==> src/rtl/alu_sequencer.sv <==
// Command-driven sequencer for an external 8-bit combinational ALU.
// It owns a small register file and repeats ROL for a programmable number of iterations.
module alu_sequencer #(
    parameter int REG_SEL_W = 2
) (
    input  logic                 clk,
    input  logic                 rst_n,
    input  logic                 cmd_valid,
    output logic                 cmd_ready,
    input  logic [2:0]           cmd_opc,
    input  logic [REG_SEL_W-1:0] cmd_dst,
    input  logic [REG_SEL_W-1:0] cmd_src_a,
    input  logic [REG_SEL_W-1:0] cmd_src_b,
    input  logic [2:0]           cmd_cnt,
    input  logic [7:0]           cmd_imm,
    output logic [1:0]           alu_insel,
    output logic [7:0]           alu_a,
    output logic [7:0]           alu_b,
    input  logic [7:0]           alu_out,
    input  logic                 alu_co,
    input  logic                 alu_z,
    input  logic [REG_SEL_W-1:0] rd_sel,
    output logic [7:0]           rd_data,
    output logic                 flag_c,
    output logic                 flag_z,
    output logic                 done
);

    localparam int NREGS = 1 << REG_SEL_W;

    localparam logic [2:0] OPC_AND = 3'b000;
    localparam logic [2:0] OPC_XOR = 3'b001;
    localparam logic [2:0] OPC_ADD = 3'b010;
    localparam logic [2:0] OPC_ROL = 3'b011;
    localparam logic [2:0] OPC_LDI = 3'b100;

    typedef enum logic {
        IDLE,
        EXEC
    } state_t;

    state_t               state_q, state_d;
    logic [2:0]           opc_q, opc_d;
    logic [REG_SEL_W-1:0] dst_q, dst_d;
    logic [REG_SEL_W-1:0] a_sel_q, a_sel_d;
    logic [REG_SEL_W-1:0] src_b_q, src_b_d;
    logic [7:0]           imm_q, imm_d;
    logic [3:0]           iter_q, iter_d;
    logic                 flag_c_q, flag_c_d;
    logic                 flag_z_q, flag_z_d;
    logic                 done_q, done_d;
    logic [7:0]           regs_q [NREGS];
    logic [7:0]           regs_d [NREGS];

    always_comb begin
        // NOTE: every variable gets a default first so no path leaves it unassigned (no latches).
        state_d  = state_q;
        opc_d    = opc_q;
        dst_d    = dst_q;
        a_sel_d  = a_sel_q;
        src_b_d  = src_b_q;
        imm_d    = imm_q;
        iter_d   = iter_q;
        flag_c_d = flag_c_q;
        flag_z_d = flag_z_q;
        done_d   = 1'b0;
        regs_d   = regs_q;

        case (state_q)
            IDLE: begin
                if (cmd_valid) begin
                    opc_d   = cmd_opc;
                    dst_d   = cmd_dst;
                    a_sel_d = cmd_src_a;
                    src_b_d = cmd_src_b;
                    imm_d   = cmd_imm;
                    iter_d  = (cmd_cnt == 3'd0) ? 4'd8 : {1'b0, cmd_cnt};
                    state_d = EXEC;
                end
            end
            EXEC: begin
                case (opc_q)
                    OPC_AND, OPC_XOR, OPC_ADD: begin
                        regs_d[dst_q] = alu_out;
                        flag_c_d      = alu_co;
                        flag_z_d      = alu_z;
                        state_d       = IDLE;
                        done_d        = 1'b1;
                    end
                    OPC_ROL: begin
                        regs_d[dst_q] = alu_out;
                        flag_c_d      = alu_co;
                        flag_z_d      = alu_z;
                        iter_d        = iter_q - 4'd1;
                        // Later iterations rotate the destination in place.
                        a_sel_d       = dst_q;
                        if (iter_q == 4'd1) begin
                            state_d = IDLE;
                            done_d  = 1'b1;
                        end
                    end
                    OPC_LDI: begin
                        regs_d[dst_q] = imm_q;
                        state_d       = IDLE;
                        done_d        = 1'b1;
                    end
                    default: begin
                        state_d = IDLE;
                        done_d  = 1'b1;
                    end
                endcase
            end
            default: state_d = IDLE;
        endcase
    end

    // NOTE: sequential state uses non-blocking assignments so all flops update together.
    always_ff @(posedge clk or negedge rst_n) begin
        if (!rst_n) begin
            state_q  <= IDLE;
            opc_q    <= '0;
            dst_q    <= '0;
            a_sel_q  <= '0;
            src_b_q  <= '0;
            imm_q    <= '0;
            iter_q   <= '0;
            flag_c_q <= 1'b0;
            flag_z_q <= 1'b0;
            done_q   <= 1'b0;
            // NOTE: the register file is cleared on reset, so it is built from resettable flops, not a RAM.
            for (int i = 0; i < NREGS; i++) begin
                regs_q[i] <= '0;
            end
        end else begin
            state_q  <= state_d;
            opc_q    <= opc_d;
            dst_q    <= dst_d;
            a_sel_q  <= a_sel_d;
            src_b_q  <= src_b_d;
            imm_q    <= imm_d;
            iter_q   <= iter_d;
            flag_c_q <= flag_c_d;
            flag_z_q <= flag_z_d;
            done_q   <= done_d;
            regs_q   <= regs_d;
        end
    end

    always_comb begin
        cmd_ready = (state_q == IDLE);
        alu_insel = 2'b00;
        alu_a     = 8'h00;
        alu_b     = 8'h00;
        if (state_q == EXEC) begin
            alu_insel = opc_q[1:0];
            alu_a     = regs_q[a_sel_q];
            alu_b     = regs_q[src_b_q];
        end
    end

    assign rd_data = regs_q[rd_sel];
    assign flag_c  = flag_c_q;
    assign flag_z  = flag_z_q;
    assign done    = done_q;

endmodule
==> config.mk <==
export PLATFORM = sky130hd
export DESIGN_NAME = alu_sequencer
export DESIGN_NICKNAME = d
export VERILOG_FILES = /design/src/rtl/alu_sequencer.sv
export SDC_FILE = /design/constraint.sdc
export NUM_CORES = 1
export LEC_CHECK = 0
export ABC_CLOCK_PERIOD_IN_PS = 3050
export CAP_MARGIN = 10
export CORE_ASPECT_RATIO = 1.4
export CORE_MARGIN = 2
export CORE_UTILIZATION = 49
export DETAILED_ROUTE_END_ITERATION = 7
export GPL_ROUTABILITY_DRIVEN = 1
export MAX_ROUTING_LAYER = met4
export PLACE_DENSITY = 0.77
export SYNTH_ARGS = -nofsm -noshare
export SYNTH_HDL_FRONTEND = slang
export SYNTH_SLANG_ARGS = --single-unit
==> constraint.sdc <==
create_clock -name clk -period 3.05 [get_ports clk]
set_input_delay 0.61 -clock clk [delete_from_list [all_inputs] [get_ports clk]]
set_output_delay 0.61 -clock clk [all_outputs]
set_load 0.02 [all_outputs]
== Yosys cells after proc, flatten, opt, wreduce, memory -nomap -nowiden ==
Cells that the tools add are included.
Word-level totals
  bits in registers: 57
  logic and storage cells: 72
  input port bits: 35
  output and inout bits: 30
Cells by class
  eq/ne operators: 7
  multiplexer cells: 31
  $lt $le $gt $ge: 5
  reductions and logical operators: 9
  add/subtract/negate cells: 1
  bitwise logic cells: 5
Operators by type and width (count)
  8-bit 2-to-1 mux: 9
  32-bit bitwise mux: 2
  32-bit case mux with 2 select lines: 1
  8-bit binary-select mux with 2-bit select: 3
  8-bit demux with 2-bit select: 1
  3-bit >= comparator (second input constant): 4
  4-bit 2-to-1 mux: 3
  2-bit NOT with 3-bit output: 4
  4-bit case mux with 2 select lines: 1
  2-bit AND reduction: 4
  3-bit by 2-bit equality test with 1-bit output (second input constant): 2
  3-bit zero test: 2
  1-bit 2-to-1 mux: 6
  2-bit 2-to-1 mux: 3
  4-bit by 1-bit equality test with 1-bit output (second input constant): 1
  2-bit case mux with 2 select lines: 1
  4-bit OR reduction: 1
  4-bit by 1-bit subtractor with 4-bit output (second input constant): 1
  3-bit by 1-bit equality test with 1-bit output (second input constant): 1
  3-bit equality test (second input constant): 1
  3-bit by 1-bit less-than comparator with 1-bit output (second input constant): 1
  2-bit by 1-bit != test with 1-bit output (second input constant): 1
  2-bit != test (second input constant): 1
  1-bit case mux with 2 select lines: 1
  3 further kinds: 3

== Logic depth before layout (Yosys ltp) ==
  depth after elaboration: 7
  mapped depth: 6
  mapped depth without buffers: 6

== Worst setup path before layout ==
OpenSTA, ideal clock, no wires.
  path type: input -> output
  from: input rd_sel[0]
  to: output rd_data[0]
  setup slack: 1.002 ns
  data arrival time: 1.438 ns
  buffers on the path: 1
  required time: 2.440 ns
  stages: 2
  cells stage by stage: buf_2 -> mux4_2
On the way
  word-level cells in the longest chain between the ends: 4
Ends and longest elaborated chain
  start: declaration: RTL line 22  | input logic [REG_SEL_W-1:0] rd_sel,
  2-bit NOT with 3-bit output (implied by the code): RTL line 161  | assign rd_data = regs_q[rd_sel];
  8-bit binary-select mux with 2-bit select: RTL line 161
  8-bit 2-to-1 mux (implied by the code) (2 in a row): RTL line 161
  end: declaration: RTL line 23  | output logic [7:0] rd_data,
No other way between the ends. The select of a mux whose other input is x is not followed.

== Worst setup path in the final report ==
  from: register a_sel_q[0]
  to: output alu_a[6]
On the way
  word-level cells in the longest chain between the ends: 5
Ends and longest elaborated chain
  start: declaration: RTL line 45  | logic [REG_SEL_W-1:0] a_sel_q, a_sel_d;
  start signal: assignment: RTL line 138  | a_sel_q <= a_sel_d;
  2-bit NOT with 3-bit output (implied by the code): RTL line 156  | alu_a = regs_q[a_sel_q];
  8-bit binary-select mux with 2-bit select: RTL line 156
  8-bit 2-to-1 mux (implied by the code) (2 in a row): RTL line 156
  8-bit 2-to-1 mux: RTL line 154  | if (state_q == EXEC) begin
  end: declaration: RTL line 17  | output logic [7:0] alu_a,
No other way between the ends. The select of a mux whose other input is x is not followed.

==> flow_summary.json <==
{
  "cts_tree": "built",
  "fin_worst_skew_ns": 0.00418,
  "portBuffers": 64,
  "syn-num-nets": 290,
  "core-area_um2": 6130,
  "yosysWarnings": 0,
  "synthDistinctLibCells": 33,
  "cts.clk_slew.worst_paths_ns": 0.06,
  "area_growth_pct": 26.8,
  "dpl.hpwl_um": 4760,
  "ctsHoldBuffers": 0,
  "setup_viol": 0,
  "final_common_cell": "clkdlybuf4s50_1",
  "numCtsBuffers": 9,
  "fin_nets": 353,
  "seq_power_share": 0.399,
  "grt_max_degree": 26,
  "synth-edff-count": 0,
  "wl_per_cell_um": 16.9,
  "status": "finished, final reports clean",
  "ir_drop_mv": 0.479,
  "cap_violations": 0,
  "fin_tns_setup_ns": 0,
  "via_count": 2194,
  "ant_nets": 0,
  "path_max_fanout": 9,
  "antennaDiodeCount": 0,
  "route.met2.wl_um": 3510,
  "ys.flop_type": "dfrtp_1",
  "switching_share": 0.350,
  "slew_headroom": 0.570,
  "required_ns": 2.44,
  "dr_wl_met3_um": 290,
  "drc_errors": 0,
  "final_util": 0.635,
  "finalCritPeriodShare": 0.965,
  "cts_buffer_depth": 2,
  "top_layer_used": "met4",
  "dieArea_um2": 6920,
  "critPathLaunchType": "register",
  "postCtsSetupRepairBufs": 0,
  "arrival_ns": 2.33,
  "hold_class": "in -> async",
  "syn_inst": 253,
  "ys_ff_latch": 57,
  "drt-total-wl_um": 6600,
  "cp-end-kind": "primary output",
  "cts-resized-gates": 0,
  "powerDensity_nw_per_um2": 920,
  "grt_pass1_wl_um": 11200,
  "net-switching-power_w": 0.00125,
  "start_util": 0.501,
  "die_h_um": 97.7,
  "layout_common_cells": "clkdlybuf4s50_1, dfrtp_1, nor2_1",
  "max_slew.worst_pin.slew_ns": 0.644,
  "grt_pass1_vias": 2334,
  "p_leak_nw": 1.55,
  "num_io_pins": 65,
  "ys_seq_area_frac": 0.465,
  "worstSetupPathType": "reg -> out",
  "drt_iter0_drc": 72,
  "syn_area_per_cell_um2": 12.1,
  "placementRows": 34,
  "maxSlewViolCount": 0,
  "synthArstFlopShare": 1.00,
  "finalPower_w": 0.00358,
  "viasPerCell": 5.63,
  "wirelength_met1_um": 2660,
  "syn_area_um2": 3070,
  "clock-sinks": 57,
  "grt-ovfl-total": 0,
  "dieWidth_um": 70.9,
  "h-tree-depth": 3,
  "antenna_found_initial": 0,
  "clk_latency_ns": 0.33,
  "gp_congestion": 0.831,
  "hold_viol": 0,
  "rsz0062_at_grt": "no",
  "drive_gt1_frac": 0.201,
  "timing.fmax_ghz": 0.340,
  "root_buffer": "clkbuf_8",
  "dr.pass1.iters": 4,
  "clkPwrFrac": 0.177,
  "final.min_clock_period_ns": 2.94,
  "p_int_w": 0.00233,
  "pwr-share-comb": 0.424,
  "grt_use_total": 0.216
}
## routing by layer
layer | global-route usage | vias to the layer above
met2 | 0.359 | 68
met5 | - | -
met4 | 0.0958 | 0
li1 | - | 1041
met3 | 0.0373 | 12
met1 | 0.256 | 1073
## power by group through the flow
stage / clock (W) / sequential, W / combinational (W)
2_1_floorplan: 0 / 0.00129 / 0.00110
3_5_place_dp: 0 / 0.00144 / 0.00152
4_1_cts: 0.000647 / 0.00143 / 0.00153
6_report: 0.000633 / 0.00143 / 0.00152
5_1_grt: 0.000681 / 0.00148 / 0.00166
3_3_place_gp: 0 / 0.00141 / 0.00148
## final cells by class
type	instances	area (um2)
clock buffer	12	135
fill	525	2230
multi-input combinational	173	1500
sequential	57	1430
tap	72	90.1
timing repair buffer	71	701
inverter	4	15.0
clock inverter	1	30.0
## worst max-delay path, cell delays in order (launching register included)
cell             delay, ns
dfrtp_1               0.73
mux4_2                0.57
and2_1                0.17
clkdlybuf4s50_1       0.53
## sequential cells by signal, summed over array words and instances, names as in the netlist
name / flops
a_sel_q: 2
done: 1
dst_q: 2
flag_c: 1
flag_z: 1
imm_q: 8
iter_q: 4
opc_q: 3
regs_q: 32
src_b_q: 2
state_q: 1
## Yosys cell counts (2+ instances only)
master	count	share of area
a21oi_1	25	0.041
and2_1	17	0.035
and4b_1	2	0.0065
buf_2	5	0.0081
buf_4	3	0.0073
buf_6	6	0.022
clkbuf_1	4	0.0049
dfrtp_1	57	0.46
ha_1	2	0.0081
inv_1	4	0.0049
mux2_2	17	0.062
mux2i_1	11	0.036
mux4_2	24	0.18
nand2_1	16	0.020
nor2_1	27	0.033
nor3_1	2	0.0033
o21ai_0	15	0.024
## cells by family (layout without fill, tap and decap cells)
group	after synthesis	in the layout	share of synthesized area
buffers and inverters	23	88	0.0485
multiplexers	52	52	0.274
AND/OR/NAND/NOR	71	71	0.114
flip-flops	57	57	0.465
adder cells (fa/ha/maj)	2	2	0.00815
AO/OA/AOI/OAI	48	48	0.0909
## worst paths after layout
check	from	end	slack, ns	cells after the start
worst max register to register	opc_q[1]$_DFFE_PN0P_	regs_q[27]$_DFFE_PN0P_	0.96	4
worst min-delay path	rst_n	regs_q[18]$_DFFE_PN0P_	0.19	1
max in group asynchronous	rst_n	regs_q[0]$_DFFE_PN0P_	2.22	2
min in group clk	imm_q[4]$_DFFE_PN0P_	imm_q[4]$_DFFE_PN0P_	0.51	1
worst min register to register	imm_q[4]$_DFFE_PN0P_	imm_q[4]$_DFFE_PN0P_	0.51	1
worst max-delay path	a_sel_q[0]$_DFFE_PN0P_	alu_a[6]	0.11	3
## stage by stage
| step | hold slack [ns] | cell area [um2] | worst slack, ns | instances |
|---|---|---|---|---|
| finish | 0.187 | 3890 | 0.106 | 390 |
| global route | 0.187 | 3890 | 0.00964 | 390 |
| CTS | 0.184 | 3890 | 0.0837 | 390 |
| detailed placement | 0.500 | 3730 | 0.113 | 377 |
| global placement | 0.491 | 3730 | 0.127 | 377 |
| floorplan | 0.314 | 3070 | 1.00 | 253 |
Note: power is estimated with default switching activity, not from simulation.
